$ cat src/rtl/tdr_access_controller.sv
// TDR initiator: writes an interval via WE0/WE1, reads it back via RE, returns the width.
// Build option TDR_SYNC_EN: 2-flop synchronizer on tdr_out_i ahead of the sample register.
module tdr_access_controller #(
  parameter int T0_W       = 8,
  parameter int CNT_W      = 10,
  parameter int GAP_CYC    = 2,
  parameter int SETTLE_CYC = 4,
  parameter int RD_TIMEOUT = 1000
) (
  input  logic             clk_i,
  input  logic             rst_i,
  input  logic             req_valid_i,
  output logic             req_ready_o,
  input  logic [T0_W-1:0]  req_t_i,
  output logic             rsp_valid_o,
  input  logic             rsp_ready_i,
  output logic [CNT_W-1:0] rsp_count_o,
  output logic             rsp_timeout_o,
  output logic             tdr_rstb_o,
  output logic             we0_o,
  output logic             we1_o,
  output logic             re_o,
  input  logic             tdr_out_i
);

  typedef enum logic [2:0] {
    IDLE, CLR, WR0, GAP, WR1, SETTLE, RD, RESP
  } state_t;

  localparam int GW  = $clog2(GAP_CYC + 1);
  localparam int SW  = $clog2(SETTLE_CYC + 1);
  localparam int DW0 = (GW > SW) ? GW : SW;
  localparam int DW  = (T0_W > DW0) ? T0_W : DW0;
  localparam int TW  = $clog2(RD_TIMEOUT + 1);

  // RD cycles whose sample still reflects tdr_out from before RE rose
`ifdef TDR_SYNC_EN
  localparam int LAT = 3;
`else
  localparam int LAT = 1;
`endif

  state_t state, state_n;

  logic [T0_W-1:0]  t;
  logic [DW-1:0]    dcnt;
  logic [TW-1:0]    tcnt;
  logic [CNT_W-1:0] count;
  logic             smp;
  logic             seen;
  logic             tmo;
  logic             done;
  logic             live;
  logic             fall;
  logic             hit;

  assign done = (dcnt == '0);
  assign live = (tcnt >= TW'(LAT));
  assign fall = live && seen && !smp;
  assign hit  = (tcnt == TW'(RD_TIMEOUT - 1));

  always_comb begin
    state_n = state;
    unique case (state)
      IDLE:    if (req_valid_i) state_n = CLR;
      CLR:     state_n = (t == '0) ? SETTLE : WR0;
      WR0:     if (done) state_n = GAP;
      GAP:     if (done) state_n = WR1;
      WR1:     if (done) state_n = SETTLE;
      SETTLE:  if (done) state_n = RD;
      RD:      if (fall || hit) state_n = RESP;
      RESP:    if (rsp_ready_i) state_n = IDLE;
      default: state_n = IDLE;
    endcase
  end

  always_ff @(posedge clk_i or posedge rst_i) begin
    if (rst_i) begin
      state <= IDLE;
    end else begin
      state <= state_n;
    end
  end

  always_ff @(posedge clk_i or posedge rst_i) begin
    if (rst_i) begin
      t <= '0;
    end else if (state == IDLE && req_valid_i) begin
      t <= req_t_i;
    end
  end

  // Phase-length down counter, reloaded on every state change
  always_ff @(posedge clk_i or posedge rst_i) begin
    if (rst_i) begin
      dcnt <= '0;
    end else if (state_n != state) begin
      unique case (state_n)
        WR0, WR1: dcnt <= DW'(t) - DW'(1);
        GAP:      dcnt <= DW'(GAP_CYC - 1);
        SETTLE:   dcnt <= DW'(SETTLE_CYC - 1);
        default:  dcnt <= '0;
      endcase
    end else if (!done) begin
      dcnt <= dcnt - DW'(1);
    end
  end

`ifdef TDR_SYNC_EN
  logic [1:0] sync;

  always_ff @(posedge clk_i or posedge rst_i) begin
    if (rst_i) begin
      sync <= '0;
      smp  <= 1'b0;
    end else begin
      sync <= {sync[0], tdr_out_i};
      smp  <= sync[1];
    end
  end
`else
  always_ff @(posedge clk_i or posedge rst_i) begin
    if (rst_i) begin
      smp <= 1'b0;
    end else begin
      smp <= tdr_out_i;
    end
  end
`endif

  always_ff @(posedge clk_i or posedge rst_i) begin
    if (rst_i) begin
      tcnt  <= '0;
      count <= '0;
      seen  <= 1'b0;
      tmo   <= 1'b0;
    end else if (state != RD && state_n == RD) begin
      tcnt  <= '0;
      count <= '0;
      seen  <= 1'b0;
      tmo   <= 1'b0;
    end else if (state == RD) begin
      tcnt <= tcnt + TW'(1);
      if (live && smp) begin
        seen <= 1'b1;
        if (count != '1) begin
          count <= count + CNT_W'(1);
        end
      end
      // a falling edge seen on the last allowed cycle still counts as a clean read
      if (state_n == RESP) begin
        tmo <= !fall;
      end
    end
  end

  // TDR-facing strobes are flops decoded from the next state
  always_ff @(posedge clk_i or posedge rst_i) begin
    if (rst_i) begin
      tdr_rstb_o <= 1'b0;
      we0_o      <= 1'b0;
      we1_o      <= 1'b0;
      re_o       <= 1'b0;
    end else begin
      tdr_rstb_o <= (state_n != CLR);
      we0_o      <= (state_n == WR0);
      we1_o      <= (state_n == WR1);
      re_o       <= (state_n == RD);
    end
  end

  assign req_ready_o   = (state == IDLE);
  assign rsp_valid_o   = (state == RESP);
  assign rsp_count_o   = count;
  assign rsp_timeout_o = tmo;

endmodule

$ cat config.mk
export PLATFORM = sky130hd
export DESIGN_NAME = tdr_access_controller
export DESIGN_NICKNAME = d
export VERILOG_FILES = /design/src/rtl/tdr_access_controller.sv
export SDC_FILE = /design/constraint.sdc
export NUM_CORES = 1
export LEC_CHECK = 0
export BUFFER_PORTS_ARGS = -buffer_cell sky130_fd_sc_hd__buf_2
export CORE_ASPECT_RATIO = 0.5
export CORE_MARGIN = 4
export CORE_UTILIZATION = 35
export DETAILED_ROUTE_END_ITERATION = 8
export PLACE_DENSITY = 0.61
export SYNTH_ARGS = -nofsm -noshare
export SYNTH_HDL_FRONTEND = slang
export SYNTH_SLANG_ARGS = --single-unit
$ cat constraint.sdc
create_clock -name clk_i -period 7 [get_ports clk_i]
set_input_delay 0.7 -clock clk_i [delete_from_list [all_inputs] [get_ports clk_i]]
set_output_delay 0.7 -clock clk_i [all_outputs]
set_load 0.005 [all_outputs]
# Word-level counts from Yosys, hierarchy flattened
# Index checks and enable logic that the tools add are counted.
# word_totals
reg_bits	46
# classes
n_eq_ne	19
n_lt_le_gt_ge	1
n_addsub	4
reduce_logical	19
mux	24
# op_table
cell	count
two-way mux 10 bit	6
equality test 3 bit, second input constant	8
two-way mux 3 bit	8
one-hot mux 3 bit (8 select lines)	1
one-hot mux 8 bit (3 select lines)	1
adder 10 x 1 -> 10 bit, second input constant	2
logical NOT 8 bit	2
two-way mux 8 bit	2
subtractor 8 x 1 -> 8 bit, second input constant	2
equality test 3 x 2 -> 1 bit, second input constant	4
equality test 10 bit, second input constant	1
greater-or-equal comparator 10 x 1 -> 1 bit, second input constant	1
inequality test 10 bit, second input constant	1
nonzero test 2 bit	4
two-way mux 1 bit	6
logical AND 1 bit	5
AND reduction 2 bit	2
equality test 3 x 1 -> 1 bit, second input constant	1
logical NOT 3 bit	1
inequality test 3 x 1 -> 1 bit, second input constant	1
inequality test 3 bit	1
inequality test 3 bit, second input constant	1
AND reduction 3 bit	1
logical NOT 1 bit	2
3 further kinds	3

# Logic depth before layout (Yosys ltp)
# Gate-level depths: netlist (run 1).
# logic_depth
ltp_word	10
ltp_mapped	11
depth_no_buf	10

# Least setup slack after synthesis (run 1)
# No wires, ideal clock.
# synth_path
kind	register -> register
from	reg dcnt[0]
to	reg dcnt[4]
n_path_buf	2
setup_time_ns	0.120
arrival_time_ns	2.286
period_less_slack_ns	2.406
path_stages_with_launch	12
required_time_ns	6.880
slack_ns	4.594
path_cell_list	dfrtp_1 > inv_1 > ha_1 > nor3b_1 > and2_1 > buf_2 > a21oi_1 > nand4_2 > mux2i_2 > buf_4 > nor2_1 > a31o_1
# synth_via
elab_chain_len	7
# synth_lines
item	line	rtl
start, declared	46	logic [DW-1:0] dcnt;
start signal, assigned	99	WR0, WR1: dcnt <= DW'(t) - DW'(1);
start signal, assigned	100	GAP: dcnt <= DW'(GAP_CYC - 1);
start signal, assigned	101	SETTLE: dcnt <= DW'(SETTLE_CYC - 1);
logical NOT 8 bit	57	assign done = (dcnt == '0);
two-way mux 3 bit, on equally long branches	n/a	
one-hot mux 3 bit (8 select lines)	64	unique case (state)
equality test 3 x 2 -> 1 bit / equality test 3 bit (equally long branches)	98	unique case (state_n)
OR reduction 2 bit	98	
one-hot mux 8 bit (3 select lines)	98	
two-way mux 8 bit	97	end else if (state_n != state) begin
# Parallel ways exist; a longest one is shown, timed or not. The select of a mux whose other input is x is not followed.
# A chain may end at the register's enable or synchronous reset.

# Worst setup path in the final report (run 1)
# layout_path
from	reg state[2]
to	reg dcnt[4]
# layout_via
elab_chain_len	6
# layout_lines
item	line	rtl
start, declared	43	state_t state, state_n;
start signal, assigned	81	state <= state_n;
equality test 3 bit, or another cell as far along	64	
one-hot mux 3 bit (8 select lines)	64	
equality test 3 x 2 -> 1 bit / equality test 3 bit (equally long branches)	98	
OR reduction 2 bit	98	
one-hot mux 8 bit (3 select lines)	98	
two-way mux 8 bit	97	
# Parallel ways exist; a longest one is shown, timed or not.

==> key figures, run 1 <==
Outcome
  – Outcome: completed

GRT
  – First-pass GRT wire length: 8820 um
  – Largest net degree at the start of global routing: 47
  – Vias in the first global route: 1802
  – M1 GR Usage: 17.0%
  – Initial antenna violation count: 0
  – Met2 Use GR: 20.8%
  – GRT Max-Usage Layer: met2
  – Met3 Track Usage GR: 2.73%
  – GRT overflow: 0
  – GRT Resource Usage Total: around 13%

Detailed routing
  – Vias: 1921
  – Initial drt markers: around 160
  – Post-DRT Antenna Nets: 0
  – Via density: ~5
  – Drt wl/cell: ~13 um
  – Post-route DRC: 0
  – Routed wire length: 5100 um
  – 1st-pass router iterations: 5

Logic synthesis
  – Post-synth EDFFs: 0
  – Syn avg cell area: 9.80 sq um
  – Flop and latch count out of synthesis: 46
  – Mapped cell area: 2520 sq um
  – Cells after Synth: 257
  – Post-synth top flop: dfrtp_1
  – Synth unique cells: 49
  – YS warnings: 0
  – Async SR Flop Fraction: between 90% and 100%
  – Synth Net Count: 277
  – Post-synthesis sequential area ratio: 45.7%

Clocking
  – TritonCTS clock tree: built
  – Post-CTS Hold Fix Bufs: 0
  – Clock latency at the later pin of the worst-skew pair: 0.28 ns
  – Post-CTS Resized: 0
  – Clk buf depth: 2
  – Worst-path clk slew: 0.06 ns
  – TritonCTS Buffers: 5
  – H-tree depth: 2
  – Buffer count from post-CTS setup fixing: 0
  – Sink Count: 46
  – Root buf cell: clkbuf_16

Critical path
  – Slowest stage delay, CP: 0.65 ns
  – R2r setup slk: 4.01 ns
  – Crit path DAT: around 3.2 ns
  – Critical Path RT: 7.16 ns
  – Critical path fanouts, max: 15
  – Endpoint class of the critical path: register
  – Top cell by count, worst path: nor2_1
  – Slowest CP cell: nor2_1
  – RR Endpoint: dcnt[4]$_DFFE_PP0P_
  – Worst path cell trace: nand2_1 > nor2_1 > nand4b_1 > nand4_2 > mux2i_2 > nor2_1 > a31o_1
  – Critical Path End: dcnt[4]$_DFFE_PP0P_
  – Path depth of the worst reg2reg path: 7
  – Worst reg2reg startpoint: state[2]$_DFF_PP0_
  – Worst Setup Start Kind: register
  – Critical path class: reg -> reg
  – Worst setup path startpoint: state[2]$_DFF_PP0_

Placed design
  – GPL Wtd Cong: 0.864
  – Port Buf Inserts: 29
  – DP Wirelength: 3780 um

Final layout
  – Area growth syn-to-layout: 15.1%
  – Layout cell share with drive strength beyond 1: 17.8%
  – Nets: 306
  – Most frequent cells in the layout: 46 x dfrtp_1, 31 x nor2_1, 29 x buf_2
  – Antenna diodes: 0
  – Most common cell after layout, fill and taps aside: dfrtp_1

STA
  – Skew final: 0.00594 ns
  – RSZ-0062 raised after global routing: false
  – Setup TNS: 0 ns
  – Final period utilization: 42.7%
  – Min Tclk post-route: ~3.0 ns
  – Hold Worst Slack: 0.505 ns
  – F_max: 335 MHz
  – Worst Tran Pin Value: 0.803 ns
  – Fin. max-slew vios: 0
  – Final Hold Viols: 0
  – Slew HR: 46.2%
  – Final setup viols: 0

Hold path
  – Hold Crit Class: reg -> reg

Power
  – Cell Pwr Density: 426 nW/um^2
  – P_leak: 1.29 nW
  – Max rail drop VDD: ~0.12 mV

Floorplan
  – Initial core utilization: a little under two fifths
  – # rows: 21
  – Die Wd: 128 um
  – Die area: roughly 8700 sq um
  – CORE AREA: slightly below 7000 sq um
  – Ports: 30
  – DIE HEIGHT: 68.0 um

Job
  – Max-Cap Viols: 0
==> per-stage QoR <==
stage / util (%) / power (mW) / instances / worst slack (ns) / area [sq um]
5_1_grt: 42.4 / 1.34 / 379 / 3.69 / 2900
3_5_place_dp: 40.3 / 1.00 / 371 / 4.01 / 2750
4_1_cts: 42.4 / 1.24 / 379 / 3.98 / 2900
6_report: 42.4 / 1.23 / 379 / 4.01 / 2900
3_3_place_gp: 40.3 / 0.987 / 371 / 4.10 / 2750
2_1_floorplan: - / 0.884 / 257 / 4.59 / 2520
==> how the worst min path moves through the flow <==
stage / depth (start not counted) / from / slack, ns / to
6_report: 2 / seen$_DFFE_PP0P_ / 0.51 / seen$_DFFE_PP0P_
5_1_grt: 1 / tdr_out_i / 0.53 / smp$_DFF_PP0_
4_1_cts: 2 / seen$_DFFE_PP0P_ / 0.51 / seen$_DFFE_PP0P_
3_5_place_dp: 2 / seen$_DFFE_PP0P_ / 0.49 / seen$_DFFE_PP0P_
3_3_place_gp: 2 / seen$_DFFE_PP0P_ / 0.50 / seen$_DFFE_PP0P_
2_1_floorplan: 2 / seen$_DFFE_PP0P_ / 0.46 / seen$_DFFE_PP0P_
==> sequential cells by signal, summed over array words and instances (netlist names) <==
name / flops
dcnt: 8
re_o: 1
rsp_count_o: 10
rsp_timeout_o: 1
seen: 1
smp: 1
state: 3
t: 8
tcnt: 10
tdr_rstb_o: 1
we0_o: 1
we1_o: 1
==> area by class of cell <==
type	instances	area (sq um)
clock buffer	7	143
clock inverter	1	5.00
fill	666	3930
inverter	14	52.6
multi-input combinational	189	1280
sequential	46	1150
tap	92	115
timing repair buffer	30	153
==> metal layers <==
metal  part of all wire, %  wire length, um  vias up
li1                      -                -      968
met1                    49             2510      923
met2                    47             2400       26
met3                   3.1              157        4
met4                  0.61               31        0
met5                     0                0        -
==> Yosys cell counts (2+ instances only) <==
cell / n / area (sq um)
a211oi_1: 2 / 15.0
and3_1: 3 / 18.8
a31o_1: 6 / 52.6
o21ai_0: 10 / 50.1
buf_1: 2 / 7.51
nand3_1: 12 / 60.1
nor3b_1: 2 / 15.0
nand2_1: 16 / 60.1
nand2b_1: 3 / 18.8
clkbuf_1: 4 / 15.0
mux2i_1: 5 / 50.1
inv_1: 13 / 48.8
a21oi_1: 10 / 50.1
xnor2_1: 7 / 61.3
nor2_1: 31 / 116
mux2_2: 6 / 67.6
ha_1: 7 / 87.6
nor4b_1: 2 / 17.5
nor4_1: 3 / 18.8
nor3_1: 9 / 45.0
xor2_1: 13 / 114
and2_1: 4 / 25.0
a31oi_1: 3 / 18.8
nand4_1: 9 / 56.3
o21bai_1: 2 / 15.0
or3_1: 4 / 25.0
nor4_4: 2 / 42.5
dfrtp_1: 46 / 1150
==> power breakdown <==
group / internal (mW) / switching (mW) / total (mW)
Sequential: 0.351 / 0.107 / 0.458
Clock: 0.142 / 0.0923 / 0.234
Combinational: 0.251 / 0.292 / 0.543
Total: 0.744 / 0.491 / 1.23
==> logic make-up after synthesis <==
family                   count (synthesis)  share of synthesized area (%)
flip-flops                              46                           45.7
buffers and inverters                   22                           3.48
AND/OR/NAND/NOR                        109                           24.4
XOR/XNOR                                20                           6.95
AO/OA/AOI/OAI                           39                           9.89
multiplexers                            13                           5.66
adder cells (fa/ha/maj)                  8                           3.87
==> worst max-delay path: cells and delay by family (launching register included) <==
kind	cells	cell delay, ns
simple gates	5	1.41
mux	1	0.64
flops	1	0.60
compound gates	1	0.22
No activity file was read; power rests on OpenSTA's default activity.
==> run 2: changes to the inputs <==
Settings changed: PLACE_DENSITY 0.61 to 0.62.
Clock period 7 ns to 2.7 ns, I/O delays scaled along.
==> key figures, run 2 (synthesis results as in run 1) <==
Outcome
  – Outcome: completed

Critical path
  – Worst setup path startpoint: dcnt[0]$_DFFE_PP0P_
  – Critical path fanouts, max: 5
  – Worst path cell trace: inv_1 > ha_1 > nor3b_2 > and2_1 > mux2i_1 > or4b_4 > nor4_2 > o21bai_1 > a31oi_1
  – Buf+Inv Stages, Crit Path: 1
  – Slowest CP cell: or4b_4
  – RR Endpoint: dcnt[1]$_DFFE_PP0P_
  – Critical path class: reg -> reg
  – Slowest stage delay, CP: 0.54 ns
  – Worst reg2reg startpoint: dcnt[0]$_DFFE_PP0P_
  – Critical Path RT: 2.90 ns
  – R2r setup slk: 0.17 ns
  – Path depth of the worst reg2reg path: 9
  – Worst Setup Start Kind: register
  – Crit path DAT: roughly 2.7 ns
  – Endpoint class of the critical path: register
  – CP top delay family: simple AND/OR/NAND/NOR gates

STA
  – Final Hold Viols: 0
  – Hold Worst Slack: 0.0977 ns
  – Min Tclk post-route: 2.53 ns
  – Final setup viols: 0
  – Slew HR: around 60%
  – Fin. max-slew vios: 0
  – Skew final: 0.00474 ns
  – Worst Tran Pin Value: 0.590 ns
  – Final period utilization: 93.7%
  – RSZ-0062 raised after global routing: false
  – Setup TNS: 0 ns
  – F_max: 395 MHz

Clocking
  – Clock latency at the later pin of the worst-skew pair: 0.28 ns
  – H-tree depth: 2
  – Buffer count from post-CTS setup fixing: 0
  – TritonCTS Buffers: 5
  – Worst-path clk slew: about 0.06 ns
  – Sink Count: 46
  – Clk buf depth: 2
  – TritonCTS clock tree: built
  – Root buf cell: clkbuf_16

Placed design
  – GPL Wtd Cong: 0.870
  – DP Wirelength: 3830 um
  – Port Buf Inserts: 29
  – Placed instance count: 377

Power
  – Comb power frac: 42.9%
  – P_int: approximately 2.2 mW
  – Clock power share: approximately 23%
  – Net Sw Power: 1.30 mW
  – PnR Total Power: 3.48 mW
  – Sw frac: 37.4%
  – P_leak: 1.36 nW
  – Cell Pwr Density: 1160 nW/um^2
  – Reg power frac: ~34%
  – Max rail drop VDD: 0.382 mV

GRT
  – First-pass GRT wire length: 9430 um
  – Initial antenna violation count: 0
  – GRT Resource Usage Total: 13.2%
  – Largest net degree at the start of global routing: 31
  – Vias in the first global route: a little over 2000
  – GRT overflow: 0

Detailed routing
  – Drt wl/cell: about 13 um
  – Vias: roughly 2000
  – 1st-pass router iterations: 4
  – Via density: between 5 and 6
  – Post-route DRC: 0
  – Post-DRT Antenna Nets: 0
  – Initial drt markers: 146
  – Routed wire length: approximately 5200 um

Final layout
  – Nets: approximately 310
  – Storage cell area: 1150 sq um
  – Most common cell after layout, fill and taps aside: dfrtp_1
  – Layout cell share with drive strength beyond 1: 20.1%
  – Antenna diodes: 0
  – Most frequent cells in the layout: 46 x dfrtp_1, 31 x nor2_1, 29 x buf_2
  – Final non-filler cell total: 386
  – Multi-input combinational cell area: 1280 sq um
  – # fillers: 643
  – Area growth syn-to-layout: 19.5%

Hold path
  – Hold Crit Class: in -> reg
  – Worst hold path cell count: 1
  – Worst Hold Launch: tdr_out_i
  – Hold Path Sink: smp$_DFF_PP0_

Floorplan
  – CORE AREA: 6830 sq um
  – Die Wd: 128 um
  – DIE HEIGHT: 68.0 um
  – Ports: 30
  – Initial core utilization: 36.9%
  – # rows: 21
  – Die area: 8700 sq um

Job
  – Max-Cap Viols: 0
## run 2: worst max-delay path by stage
stage | depth (start not counted) | end
2_1_floorplan | 11 | dcnt[4]$_DFFE_PP0P_
3_3_place_gp | 9 | dcnt[1]$_DFFE_PP0P_
3_5_place_dp | 9 | dcnt[1]$_DFFE_PP0P_
4_1_cts | 9 | dcnt[1]$_DFFE_PP0P_
5_1_grt | 9 | tcnt[2]$_DFFE_PP0P_
6_report | 9 | dcnt[1]$_DFFE_PP0P_
## run 2: power groups by stage
stage	logic [mW]	registers [mW]	clock network, mW
floorplan	1.19	1.11	0
global placement	1.47	1.18	0
detailed placement	1.49	1.19	0
CTS	1.50	1.18	0.824
global route	1.71	1.22	0.850
finish	1.49	1.18	0.808
## run 2: cell type report
class | instances | share of cell area, %
timing repair buffer | 37 | 6.90
clock inverter | 2 | 2.00
multi-input combinational | 189 | 42.7
clock buffer | 6 | 4.61
sequential | 46 | 38.2
inverter | 14 | 1.75
tap | 92 | 3.82
## run 2: what timing repair did
action                                  4_1_cts  5_1_grt
endpoints found under the hold margin        16        0
endpoints found under the setup margin        0        9
resized for setup                             0        1
hold buffers                                  1        0
## run 2: metal layers
metal,track usage (%),vias to the layer above,wire (um)
li1,-,977,-
met1,17.5,987,2450
met2,22.4,26,2550
met3,2.57,4,146
met4,3.70,0,31
met5,0,-,0
## run 2: through the flow
stage / setup WS, ns / util, % / area [sq um]
2_1_floorplan: 0.294 / - / 2520
3_3_place_gp: 0.212 / 40.9 / 2800
3_5_place_dp: 0.124 / 40.9 / 2800
4_1_cts: 0.0623 / 44.0 / 3010
5_1_grt: 0.0143 / 44.1 / 3010
6_report: 0.169 / 44.1 / 3010
==> run 3: changes to the inputs <==
Settings changed: CTS_BUF_LIST set to sky130_fd_sc_hd__clkbuf_8, PLACE_DENSITY 0.62 to 0.5.
Clock period 2.7 ns to 2.8 ns, I/O delays scaled along.
==> key figures, run 3 (synthesis results as in run 1) <==
STA
  – Slew HR: 36.3%
  – Hold Worst Slack: 0.0815 ns
  – Fin. max-slew vios: 0
  – RSZ-0062 raised after global routing: false
  – Final setup viols: 0
  – Final Hold Viols: 0
  – Setup TNS: 0 ns
  – Final period utilization: 89.2%
  – F_max: 400 MHz
  – Worst Tran Pin Value: 0.954 ns
  – Min Tclk post-route: around 2.5 ns
  – Skew final: 0.00548 ns

Final layout
  – Final Util: a little over two fifths
  – Most common cell after layout, fill and taps aside: dfrtp_1
  – Antenna diodes: 0
  – Layout cell share with drive strength beyond 1: 20.5%
  – Area growth syn-to-layout: 14.8%
  – Nets: 312
  – Most frequent cells in the layout: 46 x dfrtp_1, 31 x nor2_1, 29 x buf_2
  – # fillers: 682

Job
  – Max-Cap Viols: 0

Floorplan
  – # rows: 21
  – DIE HEIGHT: 68.0 um
  – CORE AREA: slightly below 7000 sq um
  – Initial core utilization: 36.9%
  – Die Wd: 128 um
  – Die area: approximately 8700 sq um
  – Ports: 30

Power
  – P_int: 1.75 mW
  – Max rail drop VDD: 0.344 mV
  – Net Sw Power: between 1 and 1.5 mW
  – Sw frac: 41.8%
  – Cell Pwr Density: roughly 1000 nW/um^2
  – P_leak: 1.30 nW
  – Comb power frac: 49.0%
  – Clock power share: 13.9%
  – Reg power frac: between 30% and 40%

GRT
  – Vias in the first global route: 1923
  – Initial antenna violation count: 0
  – GRT overflow: 0
  – GRT Resource Usage Total: 13.1%
  – Largest net degree at the start of global routing: 47
  – First-pass GRT wire length: 9110 um

Clocking
  – H-tree depth: 2
  – Worst-path clk slew: 0.09 ns
  – Post-CTS Resized: 0
  – Buffer count from post-CTS setup fixing: 0
  – TritonCTS clock tree: built
  – Sink Count: 46
  – Clock latency at the later pin of the worst-skew pair: approximately 0.31 ns
  – TritonCTS Buffers: 5
  – Clk buf depth: 2
  – Root buf cell: clkbuf_8
  – Post-CTS Hold Fix Bufs: 0

Critical path
  – Buf+Inv Stages, Crit Path: 1
  – Worst path cell trace: inv_1 > ha_1 > nor3b_2 > and2_1 > mux2i_1 > or4b_4 > nor4_4 > mux2_1 > a21oi_1
  – Critical path class: reg -> reg
  – CP top delay family: simple AND/OR/NAND/NOR gates
  – Slowest CP cell: or4b_4
  – Slowest stage delay, CP: 0.53 ns
  – Worst Setup Start Kind: register
  – Critical path fanouts, max: 4
  – Endpoint class of the critical path: register
  – Critical Path RT: 2.99 ns
  – Crit path DAT: roughly 2.7 ns

Placed design
  – Port Buf Inserts: 29
  – DP Wirelength: 3950 um
  – GPL Wtd Cong: 0.798

Detailed routing
  – Post-route DRC: 0
  – Routed wire length: 5260 um
  – Vias: 1970
  – Drt wl/cell: 13.7 um
  – 1st-pass router iterations: 4
  – Post-DRT Antenna Nets: 0
  – Via density: 5.12
  – Initial drt markers: 84

Outcome
  – Outcome: completed

Hold path
  – Hold Crit Class: in -> reg
==> run 3: changes by cell type in the layout (fill, tap and decap cells not counted), sizes merged <==
| cell | change |
|---|---|
| bufinv | -2 |
| clkbuf | -1 |
| clkinv | +1 |
| clkinvlp | +1 |
| dlygate4sd3 | -1 |
| inv | +1 |
==> run 3: final timing paths <==
path / from / endpoint / slack, ns / cells past startpoint
worst max register to register: dcnt[0]$_DFFE_PP0P_ / tcnt[2]$_DFFE_PP0P_ / 0.30 / 9
worst min register to register: seen$_DFFE_PP0P_ / seen$_DFFE_PP0P_ / 0.51 / 2
worst min-delay path: tdr_out_i / smp$_DFF_PP0_ / 0.08 / 1
min in group asynchronous: rst_i / t[2]$_DFFE_PP0P_ / 0.19 / 2
max in group asynchronous: rst_i / re_o$_DFF_PP0_ / 2.03 / 2
worst max-delay path: dcnt[0]$_DFFE_PP0P_ / tcnt[2]$_DFFE_PP0P_ / 0.30 / 9
==> run 3: metrics by stage <==
stage	cells	area [sq um]	power [mW]	worst slack, ns
floorplan	257	2520	2.21	0.394
global placement	377	2800	2.58	0.192
detailed placement	377	2800	2.60	0.180
CTS	385	2890	3.03	0.153
global route	385	2890	3.28	0.0722
finish	385	2890	3.01	0.303
==> run 3: final cells by class <==
cell class	instances	area, sq um	share of cell area (%)
Clock inverter	3	21.3	0.736
Inverter	14	52.6	1.82
Sequential cell	46	1150	39.8
Clock buffer	5	68.8	2.38
Multi-Input combinational cell	189	1280	44.4
Tap cell	92	115	3.98
Timing Repair Buffer	36	198	6.84
==> run 3: metal layers <==
metal  vias up  track usage (%)  share of wire (%)  wire (um)
li1        983                -                  -          -
met1       960             17.4                 50       2640
met2        23             22.2                 46       2430
met3         4             2.88                2.8        145
met4         0             3.31               0.82         43
met5         -                0                  0          0
==> run 3: power by group through the flow <==
| stage | clock [mW] | sequential, mW | combinational (mW) |
|---|---|---|---|
| finish | 0.419 | 1.11 | 1.47 |
| global route | 0.465 | 1.15 | 1.67 |
| CTS | 0.435 | 1.11 | 1.49 |
| detailed placement | 0 | 1.12 | 1.48 |
| global placement | 0 | 1.12 | 1.46 |
| floorplan | 0 | 1.07 | 1.14 |
